<file path="src/rtl/div_unit.sv">
// Multi-cycle 32-bit radix-2 restoring divider (DIV/DIVU) for the EX stage.
// Holds EX via stall_request until a registered {remainder, quotient} is ready.
module div_unit (
  input  logic        clock,
  input  logic        reset,
  input  logic        start,
  input  logic        annul,
  input  logic        signed_div,
  input  logic [31:0] operand1,
  input  logic [31:0] operand2,
  output logic [63:0] result,
  output logic        ready,
  output logic        stall_request
);

  typedef enum logic [1:0] {
    FREE    = 2'd0,
    BY_ZERO = 2'd1,
    ON      = 2'd2,
    END     = 2'd3
  } state_t;

  state_t      r_state, w_state_next;
  logic [5:0]  r_cnt, w_cnt_next;
  logic [63:0] r_work, w_work_next;       // {partial remainder, quotient}
  logic [31:0] r_divisor, w_divisor_next;
  logic        r_neg_q, w_neg_q_next;
  logic        r_neg_r, w_neg_r_next;
  logic [63:0] r_result, w_result_next;
  logic        r_ready, w_ready_next;

  logic [31:0] w_mag1;
  logic [31:0] w_mag2;
  logic [32:0] w_trial;
  logic        w_fits;
  logic [31:0] w_sub;
  logic [31:0] w_quot;
  logic [31:0] w_rem;

  // Magnitudes are taken modulo 2^32, so |0x80000000| stays 0x80000000.
  assign w_mag1 = (signed_div && operand1[31]) ? (32'd0 - operand1) : operand1;
  assign w_mag2 = (signed_div && operand2[31]) ? (32'd0 - operand2) : operand2;

  // Partial remainder after the left shift; it never exceeds 33 bits.
  assign w_trial = r_work[63:31];
  assign w_fits  = (w_trial >= {1'b0, r_divisor});
  assign w_sub   = w_trial[31:0] - r_divisor;

  assign w_quot = r_neg_q ? (32'd0 - r_work[31:0])  : r_work[31:0];
  assign w_rem  = r_neg_r ? (32'd0 - r_work[63:32]) : r_work[63:32];

  always_ff @(posedge clock) begin
    if (reset) begin
      r_state   <= FREE;
      r_cnt     <= 6'd0;
      r_work    <= 64'd0;
      r_divisor <= 32'd0;
      r_neg_q   <= 1'b0;
      r_neg_r   <= 1'b0;
      r_result  <= 64'd0;
      r_ready   <= 1'b0;
    end else begin
      r_state   <= w_state_next;
      r_cnt     <= w_cnt_next;
      r_work    <= w_work_next;
      r_divisor <= w_divisor_next;
      r_neg_q   <= w_neg_q_next;
      r_neg_r   <= w_neg_r_next;
      r_result  <= w_result_next;
      r_ready   <= w_ready_next;
    end
  end

  always_comb begin
    w_state_next   = r_state;
    w_cnt_next     = r_cnt;
    w_work_next    = r_work;
    w_divisor_next = r_divisor;
    w_neg_q_next   = r_neg_q;
    w_neg_r_next   = r_neg_r;
    w_result_next  = r_result;
    w_ready_next   = r_ready;

    if (annul) begin
      w_state_next  = FREE;
      w_cnt_next    = 6'd0;
      w_result_next = 64'd0;
      w_ready_next  = 1'b0;
    end else begin
      case (r_state)
        FREE: begin
          w_ready_next = 1'b0;
          if (start) begin
            if (operand2 == 32'd0) begin
              w_state_next = BY_ZERO;
            end else begin
              w_state_next   = ON;
              w_cnt_next     = 6'd0;
              w_work_next    = {32'd0, w_mag1};
              w_divisor_next = w_mag2;
              w_neg_q_next   = signed_div & (operand1[31] ^ operand2[31]);
              w_neg_r_next   = signed_div & operand1[31];
            end
          end
        end

        BY_ZERO: begin
          w_state_next  = END;
          w_result_next = 64'd0;
          w_ready_next  = 1'b1;
        end

        ON: begin
          if (!start) begin
            w_state_next = FREE;
            w_ready_next = 1'b0;
          end else if (r_cnt == 6'd32) begin
            w_state_next  = END;
            w_result_next = {w_rem, w_quot};
            w_ready_next  = 1'b1;
          end else begin
            // One restoring step: keep the difference only if it is non-negative.
            if (w_fits) begin
              w_work_next = {w_sub, r_work[30:0], 1'b1};
            end else begin
              w_work_next = {r_work[62:0], 1'b0};
            end
            w_cnt_next = r_cnt + 6'd1;
          end
        end

        END: begin
          w_ready_next = 1'b1;
          if (!start) begin
            w_state_next = FREE;
            w_ready_next = 1'b0;
          end
        end

        default: begin
          w_state_next = FREE;
          w_ready_next = 1'b0;
        end
      endcase
    end
  end

  assign result        = r_result;
  assign ready         = r_ready;
  assign stall_request = start & ~r_ready;

endmodule

</file>
<file path="config.mk">
export PLATFORM = sky130hd
export DESIGN_NAME = div_unit
export DESIGN_NICKNAME = d
export VERILOG_FILES = /design/src/rtl/div_unit.sv
export SDC_FILE = /design/constraint.sdc
export NUM_CORES = 1
export LEC_CHECK = 0
export ABC_AREA = 1
export CAP_MARGIN = 20
export CORE_MARGIN = 1
export CORE_UTILIZATION = 30
export CTS_BUF_LIST = sky130_fd_sc_hd__clkbuf_8
export DETAILED_ROUTE_END_ITERATION = 6
export PLACE_DENSITY = 0.6
export SYNTH_ARGS = -nofsm -noshare
export SYNTH_HDL_FRONTEND = slang
export SYNTH_SLANG_ARGS = --single-unit
</file>
<file path="constraint.sdc">
create_clock -name clock -period 2.8 [get_ports clock]
set_input_delay 0.56 -clock clock [delete_from_list [all_inputs] [get_ports clock]]
set_output_delay 0.56 -clock clock [all_outputs]
set_load 0.05 [all_outputs]
</file>
==> flow_summary.ini <==
[route]
first_pass_iters = 5
drt_iter0_drc = 1198
drc = 0
vias_per_cell = 4.93
antenna_left = 0
drt-wirelength-per-cell_um = 16.3
routed_wirelength_um = 47800
vias = 14500

[hold_path]
worstHoldStart = result[12]$_SDFFE_PP0P_
hold_class = reg2reg
min_path_cells = 2

[global_routing]
antenna_found_initial = 0
grt_use_met2_pct = 35.8
grt_busiest_layer = met2
grtUsageTotal_pct = 21.8
grt_pass1_wl_um = 75500
grt_util_met1_pct = 30.3
overflow = 0
grt_max_degree = 54
grt_pass1_vias = 13800
grt_use_met3_pct = 2.26

[placement]
gp_congestion = 0.923
pre_cts_ws_ns = 0.0119
dp.cells = 2909
portBuffers = 134
hpwlAfterDp_um = 38700

[final_layout]
final_common_cell = nand2_1
diodes = 0
fin_nets = 2459
area_growth_pct = 21.2
drive_gt1_share_pct = 6.73
final_cell_mix = nand2_1 (601), inv_1 (293), nand3_1 (219)
fin_cells = 2939

[power_and_ir_drop]
power.leakage_nw = 7.18
p_per_area_nw_per_um2 = 395
ir_drop_v = 0.000284
finalPower_mw = 6.21

[yosys]
yosysTopAreaCell = dfxtp_1
synth_area_sq_um = 13000
async_flop_share_pct = 0
ys_warn_count = 0
netlist_instances = 2202
synth.top_cell.area_share_pct = 26.4
ys_types = 45
synthFlopType = dfxtp_1
ys_seq_area_share_pct = 26.4
synth_edf_count = 0
ys_ff_latch = 171
syn_nets = 2310
avgSynthCellArea_sq_um = 5.90
synth_area_leaders = dfxtp_1 (26%), nand2_1 (17%), inv_1 (8.5%), nand3_1 (8.4%), a21oi_1 (8.2%)

[die]
io_pins = 135
start_util_pct = 30.7
core.rowCount = 75
core_sq_um = 42300
die_area_sq_um = 44100
die_h_um = 210
dieWidth_um = 210

[worst_setup_path]
slowest_delay_ns = 0.40
arrival_ns = 2.97
r2r_slack_ns = 0.18
path_delay_family = simple AND/OR/NAND/NOR gates
cp-startpoint = r_work[31]$_SDFFE_PP0P_
crit_slowest_cell = fa_1
crit_required_ns = 3.15
worst-path-max-fanout = 4
end_kind = flip-flop
crit_chain = inv_1, ha_1, inv_1, fa_1, nand3_1, nand3_1, nand2_1, nand2_1, nand2_1, nand2_1, nand2_1, nand2_1, nand2_1, nand3_1, nand2_1, a21oi_2
cp-start-kind = flip-flop
reg2reg_from = r_work[31]$_SDFFE_PP0P_
worst-path-stages = 16
path_class = reg2reg
crit_path_frequent_cell = nand2_1
path_buf_inv = 2
rr_worst_depth = 16

[clock_network]
clock-root-buffer = clkbuf_8
clk_path_buf_depth = 2
postCtsSetupBuffers = 0
cts.clk_slew.worst_paths_ns = 0.10
h-tree-depth = 4
numCtsBuffers = 17
tritoncts = built
cts_resized = 0
cts_hold_buf = 0
clkLatencyLatePin_ns = 0.48
cts_sinks = 171

[sta]
max-slew-margin-rel_pct = 37.5
final_max_slew_viol_count = 0
rsz0062_at_grt = false
worst_slew_pin_slew_ns = 0.935
finClkSkew_ns = 0.0294
fmax_mhz = 381
fin_crit_ns = 2.62
finalSetupViolCount = 0
timing.final.ws_setup_ns = 0.178
finalHoldViolCount = 0
fin_crit_sh_pct = 93.6
final.setup.tns_ns = 0

[status]
status = finished, final reports clean

[flow_run]
cap_viol_max_count = 0
cell usage after synthesis, types with 4 or more instances:
| cell | number |
|---|---|
| or2_2 | 5 |
| buf_6 | 8 |
| nand3_1 | 219 |
| nor3_1 | 21 |
| a21oi_1 | 212 |
| o21ai_1 | 8 |
| xor2_1 | 45 |
| nor4_1 | 7 |
| inv_1 | 293 |
| a21oi_2 | 7 |
| buf_2 | 22 |
| o211ai_1 | 5 |
| ha_1 | 38 |
| o22ai_1 | 4 |
| nand4_1 | 39 |
| a31oi_1 | 7 |
| inv_2 | 12 |
| xnor2_1 | 18 |
| nor2_2 | 11 |
| nand2_2 | 7 |
| dfxtp_1 | 171 |
| nor2_1 | 214 |
| o21ai_0 | 141 |
| clkbuf_1 | 43 |
| o31ai_1 | 4 |
| clkinv_1 | 4 |
| nand2_1 | 601 |
| nand3b_1 | 6 |
per-layer routing:
metal	up-vias	wire length, um
li1	7412	-
met1	6626	23000
met2	415	21900
met3	49	2080
met4	0	903
met5	-	0
sequential cells by signal, indices dropped and copies added (netlist names):
name and cells:
r_work 64, r_neg_q 1, ready 1, result 64, r_neg_r 1, r_state 2
r_divisor 32, r_cnt 6
worst reg2reg max path: stages (launching register included):
cell	delay, ns
dfxtp_1	0.33
inv_1	0.11
ha_1	0.16
inv_1	0.08
fa_1	0.40
nand3_1	0.11
nand3_1	0.20
nand2_1	0.12
nand2_1	0.15
nand2_1	0.10
nand2_1	0.10
nand2_1	0.17
nand2_1	0.07
nand2_1	0.06
nand3_1	0.15
nand2_1	0.13
a21oi_2	0.05
area by class of cell:
| class | instances | area, sq um |
|---|---|---|
| multi-input cells | 1643 | 8010 |
| clock buffers | 18 | 248 |
| clock inverters | 12 | 211 |
| inverters | 309 | 1160 |
| flip-flops and latches | 171 | 3420 |
| well taps | 577 | 722 |
| repair buffers | 209 | 1960 |
| fillers | 4648 | 26600 |
power breakdown:
part | total, mW | internal, mW | leakage, nW | switching, mW
registers | 2.57 | 2.50 | 1.39 | 0.0663
clock network | 2.11 | 1.09 | 0.224 | 1.02
logic | 1.53 | 0.528 | 5.57 | 0.997
per-stage QoR:
step,util (%),hold slack (ns),area [sq um]
after floorplan,-,0.422,13000
after global placement,36.1,0.446,15300
after detailed placement,36.1,0.456,15300
after CTS,37.2,0.469,15700
after global routing,37.2,0.488,15700
final,37.2,0.470,15700
path summary, 6_finish.rpt:
check / endpoint
max: r_work[60]$_SDFFE_PP0P_
min: result[12]$_SDFFE_PP0P_
max reg2reg: r_work[60]$_SDFFE_PP0P_
min reg2reg: result[12]$_SDFFE_PP0P_
cell families (layout without fill, tap and decap cells):
group                      count (synthesis)  count (layout)  share of synthesized area [%]
and+or+nand+nor                         1141            1141                           37.4
xor gates and xnor gates                  63              63                           4.25
DFF                                      171             171                           26.4
adders and majority gates                 39              39                           3.82
AOI/OAI and AO/OA                        400             400                           16.2
buffers and inverters                    388             548                           12.0
(Power assumes the default switching activity.)
